## src/rtl/offchip_line_bridge.sv

```systemverilog
// offchip_line_bridge
//   Splits cache-line transfers from the memory controller's off-chip channel
//   into single-word beats on the external bus. A read fills offchip_mem_data
//   from LINE_BYTES/4 word reads. A write-back sends the latched line as
//   LINE_BYTES/4 word writes.
// Ports
//   clk, rst (async, active low)
//   upstream  : offchip_mem_addr, offchip_mem_read_en, offchip_mem_write_en,
//               offchip_mem_wdata -> offchip_mem_data, offchip_mem_ready,
//               offchip_err, bridge_busy
//   downstream: bus_req, bus_we, bus_addr, bus_wdata <- bus_rdata, bus_ack
module offchip_line_bridge #(
  parameter int unsigned LINE_BYTES = 16,
  parameter int unsigned TIMEOUT    = 255
) (
  input  logic                    clk,
  input  logic                    rst,
  input  logic [31:0]             offchip_mem_addr,
  input  logic                    offchip_mem_read_en,
  input  logic                    offchip_mem_write_en,
  input  logic [LINE_BYTES*8-1:0] offchip_mem_wdata,
  output logic [LINE_BYTES*8-1:0] offchip_mem_data,
  output logic                    offchip_mem_ready,
  output logic                    offchip_err,
  output logic                    bridge_busy,
  output logic                    bus_req,
  output logic                    bus_we,
  output logic [31:0]             bus_addr,
  output logic [31:0]             bus_wdata,
  input  logic [31:0]             bus_rdata,
  input  logic                    bus_ack
);

  localparam int unsigned BEATS = LINE_BYTES / 4;
  localparam int unsigned BW    = $clog2(BEATS) + 1;
  localparam int unsigned TW    = ($clog2(TIMEOUT + 1) > 8) ? $clog2(TIMEOUT + 1) : 8;
  localparam logic [31:0] ALIGN_MASK = ~(32'(LINE_BYTES) - 32'd1);

  typedef enum logic [1:0] {IDLE, RD, WR, DONE} state_t;

  state_t                  state, state_nxt;
  logic [BW-1:0]           beat, beat_nxt;
  logic [TW-1:0]           timer;
  logic [LINE_BYTES*8-1:0] wline;
  logic                    rd_served, wr_served;
  logic                    accept_wr, accept_rd;
  logic                    active, expired, advance, last;

  // Write wins when both enables are pending.
  assign accept_wr = offchip_mem_write_en && !wr_served;
  assign accept_rd = !accept_wr && offchip_mem_read_en && !rd_served;

  // Acks are only honoured while a beat is outstanding (bus_req is high
  // exactly when the state is RD or WR).
  assign active   = (state == RD) || (state == WR);
  assign expired  = active && !bus_ack && (timer == TW'(TIMEOUT - 1));
  assign advance  = active && (bus_ack || expired);
  assign last     = (beat == BW'(BEATS - 1));
  assign beat_nxt = beat + BW'(1);

  always_ff @(posedge clk or negedge rst) begin
    if (!rst) state <= IDLE;
    else      state <= state_nxt;
  end

  always_comb begin
    state_nxt = state;
    case (state)
      IDLE: begin
        if (accept_wr)      state_nxt = WR;
        else if (accept_rd) state_nxt = RD;
      end
      RD, WR: begin
        if (advance && last) state_nxt = DONE;
      end
      DONE:    state_nxt = IDLE;
      default: state_nxt = IDLE;
    endcase
  end

  always_ff @(posedge clk or negedge rst) begin
    if (!rst) begin
      offchip_mem_data  <= '0;
      offchip_mem_ready <= 1'b0;
      offchip_err       <= 1'b0;
      bridge_busy       <= 1'b0;
      bus_req           <= 1'b0;
      bus_we            <= 1'b0;
      bus_addr          <= '0;
      bus_wdata         <= '0;
      wline             <= '0;
      beat              <= '0;
      timer             <= '0;
    end else begin
      offchip_mem_ready <= 1'b0;
      case (state)
        IDLE: begin
          if (accept_wr || accept_rd) begin
            bus_req     <= 1'b1;
            bus_we      <= accept_wr;
            bus_addr    <= offchip_mem_addr & ALIGN_MASK;
            bus_wdata   <= accept_wr ? offchip_mem_wdata[31:0] : '0;
            beat        <= '0;
            timer       <= '0;
            offchip_err <= 1'b0;
            bridge_busy <= 1'b1;
            if (accept_wr) wline <= offchip_mem_wdata;
          end
        end
        RD, WR: begin
          if (advance) begin
            // An abandoned read beat leaves a zero word in the line.
            if (state == RD)
              offchip_mem_data[{beat, 5'd0} +: 32] <= bus_ack ? bus_rdata : '0;
            if (expired) offchip_err <= 1'b1;
            timer <= '0;
            beat  <= beat_nxt;
            if (last) begin
              bus_req           <= 1'b0;
              bus_we            <= 1'b0;
              bus_addr          <= '0;
              bus_wdata         <= '0;
              offchip_mem_ready <= 1'b1;
            end else begin
              bus_addr  <= bus_addr + 32'd4;
              bus_wdata <= (state == WR) ? wline[{beat_nxt, 5'd0} +: 32] : '0;
            end
          end else begin
            timer <= timer + TW'(1);
          end
        end
        DONE:    bridge_busy <= 1'b0;
        default: ;
      endcase
    end
  end

  // A level-held enable is served once; it is re-armed only after the
  // enable is seen low.
  always_ff @(posedge clk or negedge rst) begin
    if (!rst) begin
      rd_served <= 1'b0;
      wr_served <= 1'b0;
    end else begin
      if (!offchip_mem_read_en)                rd_served <= 1'b0;
      else if (state == RD && advance && last) rd_served <= 1'b1;
      if (!offchip_mem_write_en)               wr_served <= 1'b0;
      else if (state == WR && advance && last) wr_served <= 1'b1;
    end
  end

endmodule

```

## config.mk

```make
export PLATFORM = sky130hd
export DESIGN_NAME = offchip_line_bridge
export DESIGN_NICKNAME = d
export VERILOG_FILES = /design/src/rtl/offchip_line_bridge.sv
export SDC_FILE = /design/constraint.sdc
export NUM_CORES = 1
export LEC_CHECK = 0
export ABC_CLOCK_PERIOD_IN_PS = 3230
export CORE_UTILIZATION = 50
export CTS_BUF_LIST = sky130_fd_sc_hd__clkbuf_8
export DETAILED_ROUTE_END_ITERATION = 8
export PLACE_DENSITY = 0.82
export SLEW_MARGIN = 5
export SYNTH_ARGS = -nofsm -noshare
export SYNTH_HDL_FRONTEND = slang
export SYNTH_SLANG_ARGS = --single-unit
```

## constraint.sdc

```tcl
create_clock -name clk -period 3.23 [get_ports clk]
set_input_delay 0.969 -clock clk [delete_from_list [all_inputs] [get_ports clk]]
set_output_delay 0.969 -clock clk [all_outputs]
set_load 0.05 [all_outputs]
```

[After elaboration in Yosys (flattened, before gate mapping)]
Index checks and enable logic that the tools add are counted.
Widths: inputs -> output; s select.
Operators by class
  equal/unequal tests: 13
  mux-type cells: 40
  reductions and logical operators: 30
  shifts and indexed selects: 3
  add/sub/neg operators: 4
Operators by type and width (count)
  $mux 32: 9
  $bwmux 128: 1
  $pmux 32 s2: 2
  $shift 32x10->128 const A: 1
  $shiftx 128x9->32: 1
  $shiftx 32x10->128: 1
  $add 32x3->32 const B: 1
  $mux 8: 2
  $pmux 8 s2: 1
  $mux 1: 14
  $logic_and 1x1->1: 11
  $ne 2x2->1 const B: 5
  $neg 8->10: 1
  $reduce_and 3->1: 3
  $add 8x1->8 const B: 1
  $eq 8x8->1 const B: 1
  $pmux 1 s2: 4
  $reduce_and 4->1: 2
  $mux 2: 3
  $mux 3: 2
  $pmux 2 s3: 1
  $pmux 3 s2: 1
  $reduce_and 2->1: 3
  $eq 2x2->1 const B: 2
  other kinds (10): 17
Word-level totals
  word-level logic and storage cells: 104
  bits in registers: 340
  output and inout bits: 197

[Depth between registers and ports, before layout]
Gate-level depths: netlist (run 1).
  depth in word-level cells: 10
  depth in mapped cells: 11
  depth with buffers taken out: 8

[Worst setup path after synthesis (run 1)]
OpenSTA, ideal clock, no wires.
  path type: reg2reg
  from: register beat[0]
  to: register offchip_mem_data[11]
  library setup time: 0.124 ns
  stages on the path, launching flop included: 12
  setup slack: 0.691 ns
  arrival time: 2.415 ns
  cells stage by stage: dfrtp_1 buf_2 inv_1 ha_1 buf_6 or4_1 buf_4 nor3_4 o211ai_4 buf_2 nand2_1 o31ai_2
Between the ends
  cells in the longest elaborated chain, start to end: 3
  elaborated cells on any way between the ends: 4
Ends and longest elaborated chain
  from (decl): RTL line 42  | logic [BW-1:0] beat, beat_nxt;
  from (signal assigned): RTL line 117  | beat <= beat_nxt;
  $neg 8->10 (*): RTL line 114  | offchip_mem_data[{beat, 5'd0} +: 32] <= bus_ack ? bus_rdata : '0;
  $shiftx 32x10->128 or $shift 32x10->128 (tied branches): RTL line 114
  $bwmux 128 (*): RTL line 114
  to (signal, indexed assignment): RTL line 114
  to (decl): RTL line 22  | output logic [LINE_BYTES*8-1:0] offchip_mem_data,
Mark *: on every way between the ends. The rest lies on a longest branch, timed or not.
A chain may end at the register's enable or synchronous reset.

[Worst setup path after layout (run 1)]
  from: register bus_addr[15]
  to: output bus_addr[15]
RTL lines
  from (decl): RTL line 28  | output logic [31:0] bus_addr,
  from (signal assigned): RTL line 101  | bus_addr <= offchip_mem_addr & ALIGN_MASK;
  from (signal assigned): RTL line 125  | bus_addr <= bus_addr + 32'd4;
No word-level cell between the ends.

==> summary by stage, run 1 <==
Worst setup path
The largest fanout of any net on the critical path is 9. The worst register-to-register path has a depth of 8. The number of buffer and inverter stages on the critical path is 1. STA classifies the critical path startpoint as a register.

The capturing point of the worst reg2reg path is bus_addr[7]. By startpoint and endpoint, the worst setup path is classified as reg -> out. The largest individual stage delay along the critical path comes from the cell sky130_fd_sc_hd__clkdlybuf4s50_1. The highest cell delay on the worst timing path is 0.88 ns. The startpoint identified for the worst register-to-register timing path is state[0]. The critical path capture point type is an output port. The flop-to-flop setup slack is 0.48 ns.

The family of cells with the greatest summed delay on the critical path is buffers and inverters. The worst path arrival time is 2.02 ns. The signal on the critical path passes through clkdlybuf4s50_1.

The required time at the worst-slack endpoint is 2.26 ns.

Placement
The HPWL after detailed placement is 30.7 mm. The number of port buffers is 387. The placed standard-cell area is 19,700 sq um. Routability-driven placement finished with a final weighted congestion of 0.921.

Clock network
CTS placed an instance of sky130_fd_sc_hd__clkbuf_8 at the clock tree root. The H-tree generated during clock tree synthesis spans 2 levels. The clock reaches the later pin of the worst-skew pair after 0.60 ns.

The quantity of hold-fixing buffers added after cts is 0. Clock tree synthesis found a total of 338 sinks. Once the clock tree was built, the resizer swapped 0 gates to a different size. The TritonCTS buffer count is 53. The maximum number of buffers from clock root to sink is 3. The number of setup buffers added after CTS is 0. The TritonCTS clock tree is yes.

Clock-pin slew was measured on the worst setup and hold paths at 0.06 ns.

Synth
After synthesis, the share of flip-flops with an asynchronous set or reset is 100%. The primary flip-flop cell chosen by synthesis mapping is sky130_fd_sc_hd__dfrtp_1. The total number of yosys warnings is 0. In this run the mean area of a mapped cell was 11.9 sq um. The synthesized instance count is 1,278. The sequential element share of the synthesized area is 55.4%. The fraction of post-synthesis cell area in the top cell type by area is 55.4%. Counting instances in the post-synthesis netlist gives the leading cell types as 338 x sky130_fd_sc_hd__dfrtp_1, 219 x sky130_fd_sc_hd__mux2_2, 185 x sky130_fd_sc_hd__nor2_1, 114 x sky130_fd_sc_hd__nand2_1, 61 x sky130_fd_sc_hd__o21ai_0.

In this run, distinct cell masters in the synthesized netlist total 55. In the post-synthesis netlist, the cell with the most instances is sky130_fd_sc_hd__dfrtp_1. The number of flops mapped to enable cells by yosys is 0.

The total standard cell area after synthesis is 15,300 sq um. In this run, synthesis produced a sequential element count of 338. The synthesized design spends more area on one cell type than any other, namely sky130_fd_sc_hd__dfrtp_1.

After synthesis, the cell types taking the most area are sky130_fd_sc_hd__dfrtp_1 55%, sky130_fd_sc_hd__mux2_2 16%, sky130_fd_sc_hd__mux4_2 4.7%.

Power
IR analysis of the VDD net gives a maximum drop of 0.000779 V. Power spread over the standard cell area amounts to 987 nW/um^2. In this run the static leakage power is 9.03 nW.

Timing
The count of final max-slew check failures is 0. In the finished design, the share of the clock period the worst path needs comes to 92.6%. Setup violations remaining at the end of the flow were counted as 0.

Setup repair after global routing left no endpoint under its margin. The final count of hold timing violations was 0. The smallest hold slack is 0.321 ns. The slew of the pin with the lowest slew margin is 1.13 ns. The minimum clock period is 2.99 ns. Measured against its own limit, the worst slew margin works out to 24.4%. Timing would allow up to 334 MHz. The final clock skew is 0.0308 ns.

Final layout
From synthesis to final layout, the design area changed by 36.1%. The finished cells cover 20,800 sq um. The utilization of the core after routing is 69.5%. The post-route netlist has 22.5% of its cells at a drive strength greater than 1. The repair_antennas step left the layout with diodes totalling 0. The number of nets in the final layout is 1,889.

Global route
The sum of overflow across all layers after global routing is 0. The wire length of the first global-routing pass is 67.9 mm. The total routing resource utilization after global routing is 28.0%. The number of antenna violations at the first check in global routing is 1. The number of global-route vias before repair is 12,500. The pin count of the biggest net entering global routing is 68.

Detailed routing
The number of DRC violations after detailed-routing iteration 0 is 846. The routed design has 43.7 mm of wire. The via-per-instance ratio is 5.70. The remaining number of nets flagged by the antenna check after routing is 0.

The average detailed-routed wire length per instance is 20.7 um. The remaining routing DRC violations is 0. The via count of the routed design is 12,000. The first TritonRoute pass finished after 5 iterations.

Floorplan
The die covers 31,200 sq um. In this run the count of I/O pins placed on the die edge is 394. The die is 177 um tall. The chip width is 177 um. The floorplan has 63 rows. The starting density of the core is 51.1%.

The core box area is 29,900 sq um.

Worst hold path
The class of the tightest hold or removal check is in -> async.

Outcome
The run finished with clean final reports.

Flow run
The tool flagged a number of max-cap violations equal to 0.
-- layer usage --
layer	GRT usage, %	part of all wire, %
met3	8.46	9.7
met2	46.9	49
met1	34.0	38
met5	0	0.030
met4	10.6	3.4
-- final cells by class --
type	instances	area (sq um)
fillers	2181	9100
flip-flops and latches	338	8460
multi-input cells	842	6400
repair buffers	430	4350
clock buffers	64	881
well taps	390	488
clock inverters	31	146
inverters	13	48.8
-- placed cells by master, fill, tap and decap left out, drive strengths merged, types with 3 or more instances in the layout --
cell and instances:
clkdlybuf4s50 386, nand2b 6, nand3 25, a31oi 6, ha 14, nor4 7
o31ai 10, o311ai 4, nand4 20, a221o 3, nand2 114, dfrtp 338
nor2b 6, buf 44, clkinv 6, and2 3, mux4 32, a22oi 7
or3 4, nor2 186, clkbuf 64, o21ai 62, a21oi 18, a221oi 32
inv 38, o211ai 11, mux2 225, a32oi 5, and3 6, nor3 14
a41oi 3
-- worst reg2reg max path: cells and delay by family (launching register included) --
family          cells  cell delay [ns]
fa+ha+maj           1             0.31
flops               1             0.39
compound gates      2             0.72
simple gates        2             0.59
buf+inv             3             0.58
-- stage by stage --
| step | setup TNS [ns] | total power, mW | setup slack [ns] | cells |
|---|---|---|---|---|
| final | 0 | 20.5 | 0.240 | 2108 |
| after global routing | 0 | 21.7 | 0.190 | 2108 |
| after CTS | 0 | 20.6 | 0.234 | 2108 |
| after detailed placement | -0.440 | 17.1 | -0.0556 | 2013 |
| after global placement | 0 | 16.8 | 0.0247 | 2013 |
| after floorplan | 0 | 13.5 | 0.691 | 1279 |
-- flip-flops by register name, indices dropped and copies added (netlist names) --
signal	flops
state	2
offchip_err	1
bus_we	1
bus_req	1
bus_addr	30
offchip_mem_data	128
offchip_mem_ready	1
beat	3
rd_served	1
bus_wdata	32
timer	8
bridge_busy	1
wline	128
wr_served	1
-- how the worst max path moves through the flow --
stage	from	to	slack, ns	depth (start not counted)
after floorplan	beat[0]	offchip_mem_data[11]	0.69	11
after global placement	offchip_mem_read_en	bus_addr[7]	0.02	7
after detailed placement	offchip_mem_read_en	bus_addr[7]	-0.06	7
after CTS	bus_addr[15]	bus_addr[15]	0.23	1
after global routing	bus_addr[15]	bus_addr[15]	0.19	1
final	bus_addr[15]	bus_addr[15]	0.24	1
-- where the power goes --
part | leakage, nW | total, mW | switching [mW] | internal, mW
Clock | 0.621 | 3.44 | 1.64 | 1.80
Sequential | 4.31 | 6.80 | 1.06 | 5.73
Combinational | 4.11 | 10.3 | 6.04 | 4.23
-- kinds of logic after synthesis --
kind of cell    synth area share [%]
compound gates                  7.69
xor+xnor                       0.115
fa+ha+maj                       1.15
buf+inv                         2.83
flops                           55.4
mux                             21.3
other cells                   0.0246
simple gates                    11.5
(Power assumes the default switching activity.)
==> run 2, diff against run 1 <==
Settings changed: CORE_UTILIZATION 50 to 51, CTS_CLUSTER_SIZE set to 20, PLACE_DENSITY 0.82 to 0.83.
==> run 2 against run 1 <==
- sequential cell count stayed put
- largest power group unchanged
- final cell count barely moved
- critical path type unchanged
- clock power up 13%
- routed wire length grew 2.0%
- largest cell class unchanged
==> summary by stage, run 2 (synthesis gave the netlist of run 1 again) <==
Outcome
The flow ran to the end, and the final reports show no timing, DRC or antenna violations.

Placement
The cell count after placement is 2,006 (-0.35%). The placed standard-cell area is 19,700 sq um (-0.14%). The HPWL after detailed placement came to 30.7 mm (-0.15%). The global placer's final weighted congestion came to 0.926 (+0.52%). The number of port buffers is 387 (unchanged). The worst slack at placement is 0.0529 ns (+0.109 ns).

Global route
The total routing resource utilization after global routing is 29.3% (+1.3 points). The number of antenna violations at the first check in global routing is 0 (-1). The wire length of the first global-routing pass is 69.7 mm (+2.7%). The sum of overflow across all layers after global routing is 0 (unchanged).

The pin count of the biggest net entering global routing is 81 (+19%). The number of global-route vias before repair is 12,700 (+1.5%).

Detailed routing
The via-per-instance ratio is 5.72 (+0.28%). The average detailed-routed wire length per instance was 21.2 um (+2.1%). The number of DRC violations after detailed-routing iteration 0 came to 691 (-18%). The total wire length after detailed routing was 44.5 mm (+2.0%). The remaining routing DRC violations is 0 (unchanged). The via count of the routed design is 12,000 (+0.18%). The number of detailed-route iterations in the first pass is 5 (unchanged). The remaining number of nets flagged by the antenna check after routing is 0 (unchanged).

Floorplan
The starting density of the core was 52.5% (+1.4 points). The area enclosed by the die boundary is 30,600 sq um (-1.9%). The row count is 62 (-1.6%).

The boundary pin count is 394 (unchanged). The chip height is 175 um (-0.97%). The chip width is 175 um (-0.97%). The core box area is 29,100 sq um (-2.6%).

Timing
The final setup violation count is 0 (unchanged). The max-slew headroom at the worst pin was 45.9% (+21 points). The minimum clock period was 3.07 ns (+0.0769 ns). The count of final max-slew check failures is 0 (unchanged). The final clock skew is 0.0232 ns (-0.00762 ns).

Setup repair after global routing left no endpoint under its margin. The final cycle utilization of the critical path is 94.9% (+2.4 points). The highest achievable clock rate is 326 MHz (-2.5%).

The slew of the pin with the lowest slew margin is 0.806 ns (-0.324 ns). The worst setup slack after layout is 0.163 ns (-0.0769 ns). The final count of hold timing violations is 0 (unchanged). The total negative slack for setup checks was 0 ns (unchanged). The smallest hold slack is 0.379 ns (+0.0576 ns).

Worst setup path
The kind of cell with the highest combined delay along the critical path is buffers and inverters. The highest cell delay on the worst timing path is 0.89 ns (about the same). The largest fanout of any net on the critical path is 9 (unchanged). The worst register-to-register path begins at state[0].

The worst path arrival time is 2.10 ns (+0.08 ns). Among all stages on the critical path, the largest delay is contributed by sky130_fd_sc_hd__clkdlybuf4s50_1. The number of buffer and inverter stages on the critical path is 1 (unchanged).

Traced cell by cell, the critical path runs through clkdlybuf4s50_1. The flop-to-flop setup slack is 0.45 ns (-0.03 ns). STA classifies the critical path endpoint as an output port. The length in cells of the worst reg-to-reg path was 5 (-3). The path type of the worst setup path is reg -> out. The required time at the worst-slack endpoint was 2.26 ns (about the same). The endpoint identified for the worst register-to-register timing path is offchip_mem_data[51]. The sort of element at the start of the critical path is a register.

Clock network
The clock-pin slew on the worst setup and hold paths came to 0.06 ns (about the same). The TritonCTS clock tree is yes. The number of cells upsized or downsized after cts was 0 (unchanged). The source-to-sink clock delay at the later pin of the worst-skew pair was 0.60 ns (about the same).

The TritonCTS buffer count is 55 (+3.8%). The number of clock sinks is 338 (unchanged). The CTS H-tree depth is 2 (unchanged).

The tree is rooted in a sky130_fd_sc_hd__clkbuf_8. The maximum number of buffers from clock root to sink is 3 (unchanged). The quantity of hold-fixing buffers added after cts is 0 (unchanged). The number of setup buffers added after CTS is 0 (unchanged).

Final layout
The share of cells above drive strength 1 was 23.3% (+0.82 points). The area growth from synthesis to layout is 36.9%. Leaving out fill and tap cells, the most frequent cell in the layout is sky130_fd_sc_hd__clkdlybuf4s50_1.

The final instance area came to 20,900 sq um (+0.61%). The number of nets in the final layout came to 1,890 (+0.053%). The number of diodes came to 0 (unchanged). The largest registers in the layout are offchip_mem_data: 128 flops, wline: 128 flops, bus_wdata: 32 flops.

The filler cell count is 1,984 (-9.0%). The library cells used most frequently in the layout, excluding fill and tap cells, are 386 x sky130_fd_sc_hd__clkdlybuf4s50_1, 337 x sky130_fd_sc_hd__dfrtp_1, 219 x sky130_fd_sc_hd__mux2_2. The final standard cell count with taps included and fillers excluded came to 2,106 (-0.095%).

Flow run
The max-capacitance violation count is 0 (unchanged).

Worst hold path
The class of the tightest hold or removal check is in -> async.

Power
The worst voltage drop across the vdd grid was 0.000697 V (-11%). The total power density per cell area was 995 nW/um^2 (+0.78%). The static leakage came to 9.06 nW (+0.31%).
-- run 2: how the worst max path moves through the flow --
stage                  from              endpoint  cells after the start
6_report       bus_addr[15]          bus_addr[15]                      1
5_1_grt        bus_addr[15]          bus_addr[15]                      1
4_1_cts        bus_addr[15]          bus_addr[15]                      1
3_5_place_dp        bus_ack  offchip_mem_data[38]                      4
3_3_place_gp        bus_ack  offchip_mem_data[44]                      4
2_1_floorplan       beat[0]  offchip_mem_data[11]                     11
-- run 2: per-layer routing --
| metal | track usage, % | vias up | routed length (um) | share of wire, % |
|---|---|---|---|---|
| li1 | - | 5378 | - | - |
| met1 | 35.7 | 5998 | 17100 | 38 |
| met2 | 48.8 | 569 | 21600 | 48 |
| met3 | 8.42 | 102 | 4180 | 9.4 |
| met4 | 12.1 | 0 | 1670 | 3.7 |
| met5 | 0 | - | 0 | 0 |
-- run 2: report_power, final --
group	leakage, nW	total (mW)	internal [mW]	switching, mW
clock network	0.662	3.90	2.18	1.72
registers	4.31	6.80	5.73	1.07
logic	4.09	10.1	4.09	6.00
total	9.06	20.8	12.0	8.79
-- run 2: cell type report --
cell class,count,area (sq um),share of cell area [%]
flip-flops and latches,338,8460,40.5
multi-input cells,842,6400,30.6
repair buffers,429,4330,20.7
clock buffers,73,1000,4.81
well taps,384,480,2.30
clock inverters,27,178,0.850
inverters,13,48.8,0.233
-- run 2: metrics by stage --
step | power [mW] | util, %
2_1_floorplan | 13.5 | -
3_3_place_gp | 16.6 | 67.8
3_5_place_dp | 16.9 | 67.8
4_1_cts | 20.9 | 71.9
5_1_grt | 21.9 | 71.9
6_report | 20.8 | 71.9
==> run 3, diff against run 2 <==
Settings changed: PLACE_DENSITY 0.83 to 0.92.
==> run 3 against run 2 <==
- global-route usage increased by 1.2 points
- sequential cell count unchanged
- register-to-register slack about the same
- setup slack better by 0.081 ns
- combinational power about the same
- sequential power rose by 1%
- die area unchanged
- hold slack better by 0.0019 ns
- final cell count up 0.14%
- via count increased by 1.8%
- critical path depth did not move
==> summary by stage, run 3 (synthesis gave the netlist of run 1 again) <==
Floorplan
The core box area was 29,100 sq um (unchanged). The row count is 62 (unchanged). The chip width was 175 um (unchanged). The chip height was 175 um (unchanged). The boundary pin count was 394 (unchanged). The area enclosed by the die boundary is 30,600 sq um (unchanged).

The starting density of the core is 52.5% (unchanged).

Timing
The final cycle utilization of the critical path came to 92.4% (-2.5 points). The final clock skew was 0.0347 ns (+0.0115 ns). The slew of the pin with the lowest slew margin is 0.894 ns (+0.0882 ns). The highest achievable clock rate is 335 MHz (+2.7%). The final count of hold timing violations is 0 (unchanged). The minimum clock period is 2.99 ns (-0.0807 ns). The final setup violation count is 0 (unchanged). The max-slew headroom at the worst pin was 39.9% (-5.9 points). The count of final max-slew check failures is 0 (unchanged). The total negative slack for setup checks is 0 ns (unchanged). Setup repair after global routing left no endpoint under its margin.

Detailed routing
The via-per-instance ratio is 5.82 (+1.7%). The average detailed-routed wire length per instance is 22.0 um (+4.0%). The number of DRC violations after detailed-routing iteration 0 is 1,002 (+45%). The number of detailed-route iterations in the first pass is 5 (unchanged).

The total wire length after detailed routing came to 46.4 mm (+4.1%). The remaining number of nets flagged by the antenna check after routing was 0 (unchanged). The remaining routing DRC violations is 0 (unchanged).

The via count of the routed design came to 12,300 (+1.8%).

Worst setup path
The path type of the worst setup path is reg -> out. The slowest cell on the critical path is sky130_fd_sc_hd__clkdlybuf4s50_1. The number of buffer and inverter stages on the critical path is 1 (unchanged).

The highest cell delay on the worst timing path is 0.88 ns (about the same). The worst register-to-register path ends at offchip_mem_data[73]. The largest fanout of any net on the critical path came to 9 (unchanged). The worst setup path is captured at an output port. The number of logic stages on the critical path including buffering is 1 (unchanged). The launching point of the worst reg2reg path is state[0]. The worst path arrival time was 2.02 ns (-0.08 ns). The flop-to-flop setup slack came to 0.44 ns (about the same). STA classifies the critical path startpoint as a register. The required time at the worst-slack endpoint is 2.26 ns (about the same). The signal on the critical path passes through clkdlybuf4s50_1. Among cell families on the critical path, the largest total delay comes from buffers and inverters. The length in cells of the worst reg-to-reg path is 5 (unchanged).

Power
The total power density per cell area was 1000 nW/um^2 (+0.47%). The static leakage came to 9.08 nW (+0.22%). The power consumption is 20.9 mW (+0.38%).

The worst voltage drop across the vdd grid is 0.000670 V (-3.8%).

Final layout
The number of nets in the final layout is 1,892 (+0.11%). The largest registers in the layout are offchip_mem_data: 128 flops, wline: 128 flops, bus_wdata: 32 flops. The leading cell type in the layout, fill and taps excluded is sky130_fd_sc_hd__clkdlybuf4s50_1. The area growth from synthesis to layout came to 36.8% (about the same).

The number of diodes came to 0 (unchanged). Leaving out fill and tap cells, the most frequent cells in the layout are 386 x sky130_fd_sc_hd__clkdlybuf4s50_1, 337 x sky130_fd_sc_hd__dfrtp_1, 219 x sky130_fd_sc_hd__mux2_2. The share of cells above drive strength 1 is 22.8% (-0.45 points).

Global route
The sum of overflow across all layers after global routing is 0 (unchanged). The total routing resource utilization after global routing was 30.5% (+1.2 points). The number of antenna violations at the first check in global routing is 2 (+2). The pin count of the biggest net entering global routing was 76 (-6.2%). The wire length of the first global-routing pass is 72.6 mm (+4.2%).

The number of global-route vias before repair is 13,100 (+3.6%).

Clock network
The number of clock sinks is 338 (unchanged). The clock-pin slew on the worst setup and hold paths is 0.06 ns (about the same). The number of cells upsized or downsized after cts is 0 (unchanged). The number of setup buffers added after CTS is 0 (unchanged). The root buffer cell chosen for the clock tree is sky130_fd_sc_hd__clkbuf_8.

The CTS H-tree depth is 2 (unchanged). The TritonCTS buffer count is 55 (unchanged). TritonCTS built the clock tree.

The maximum number of buffers from clock root to sink was 3 (unchanged). The quantity of hold-fixing buffers added after cts is 0 (unchanged). The source-to-sink clock delay at the later pin of the worst-skew pair came to 0.58 ns (-0.02 ns).

Flow run
The max-capacitance violation count is 0 (unchanged).

Placement
The number of port buffers is 387 (unchanged). The HPWL after detailed placement is 32.4 mm (+5.7%). The global placer's final weighted congestion is 0.954 (+3.0%).

Worst hold path
In this run the worst hold path is classified as in -> async.

Outcome
The run finished with clean final reports.
run 3: cell types whose count changed in the layout (fill, tap and decap cells not counted), sizes merged:
cell | before | now
buf | 43 | 45
clkbuf | 73 | 67
clkinv | 10 | 7
inv | 26 | 36
run 3: worst max-delay path by stage:
stage / from / to
2_1_floorplan: beat[0] / offchip_mem_data[11]
3_3_place_gp: bus_ack / offchip_mem_data[72]
3_5_place_dp: bus_ack / offchip_mem_data[73]
4_1_cts: bus_addr[15] / bus_addr[15]
5_1_grt: bus_addr[15] / bus_addr[15]
6_report: bus_addr[15] / bus_addr[15]
run 3: final cells by class:
cell class              instances  area (sq um)
clock inverters                34           200
multi-input cells             842          6400
inverters                      13          48.8
fillers                      1846          8210
clock buffers                  67           922
well taps                     384           480
repair buffers                431          4370
flip-flops and latches        338          8460
run 3: stage by stage:
step                      hold WS, ns  setup slack [ns]  cell area [sq um]  utilization, %  instances
after floorplan                 0.474             0.691              15300               -       1279
after global placement          0.460            0.0769              19800            67.9       2008
after detailed placement        0.466            0.0356              19800            67.9       2008
after CTS                       0.382             0.230              20900            71.8       2109
after global routing            0.395             0.204              20900            71.8       2109
final                           0.381             0.244              20900            71.8       2109
run 3: power by group:
part	leakage (nW)	switching (mW)	internal, mW
Sequential	4.31	1.14	5.74
Clock	0.661	1.72	2.03
Combinational	4.11	6.12	4.13
run 3: per-layer routing:
layer	global-route usage [%]	routed length, um	up-vias	share of wire [%]
li1	-	-	5374	-
met3	8.16	4300	121	9.3
met5	0	26	-	0.056
met1	36.3	16900	6104	36
met4	11.3	1640	4	3.5
met2	52.8	23500	666	51
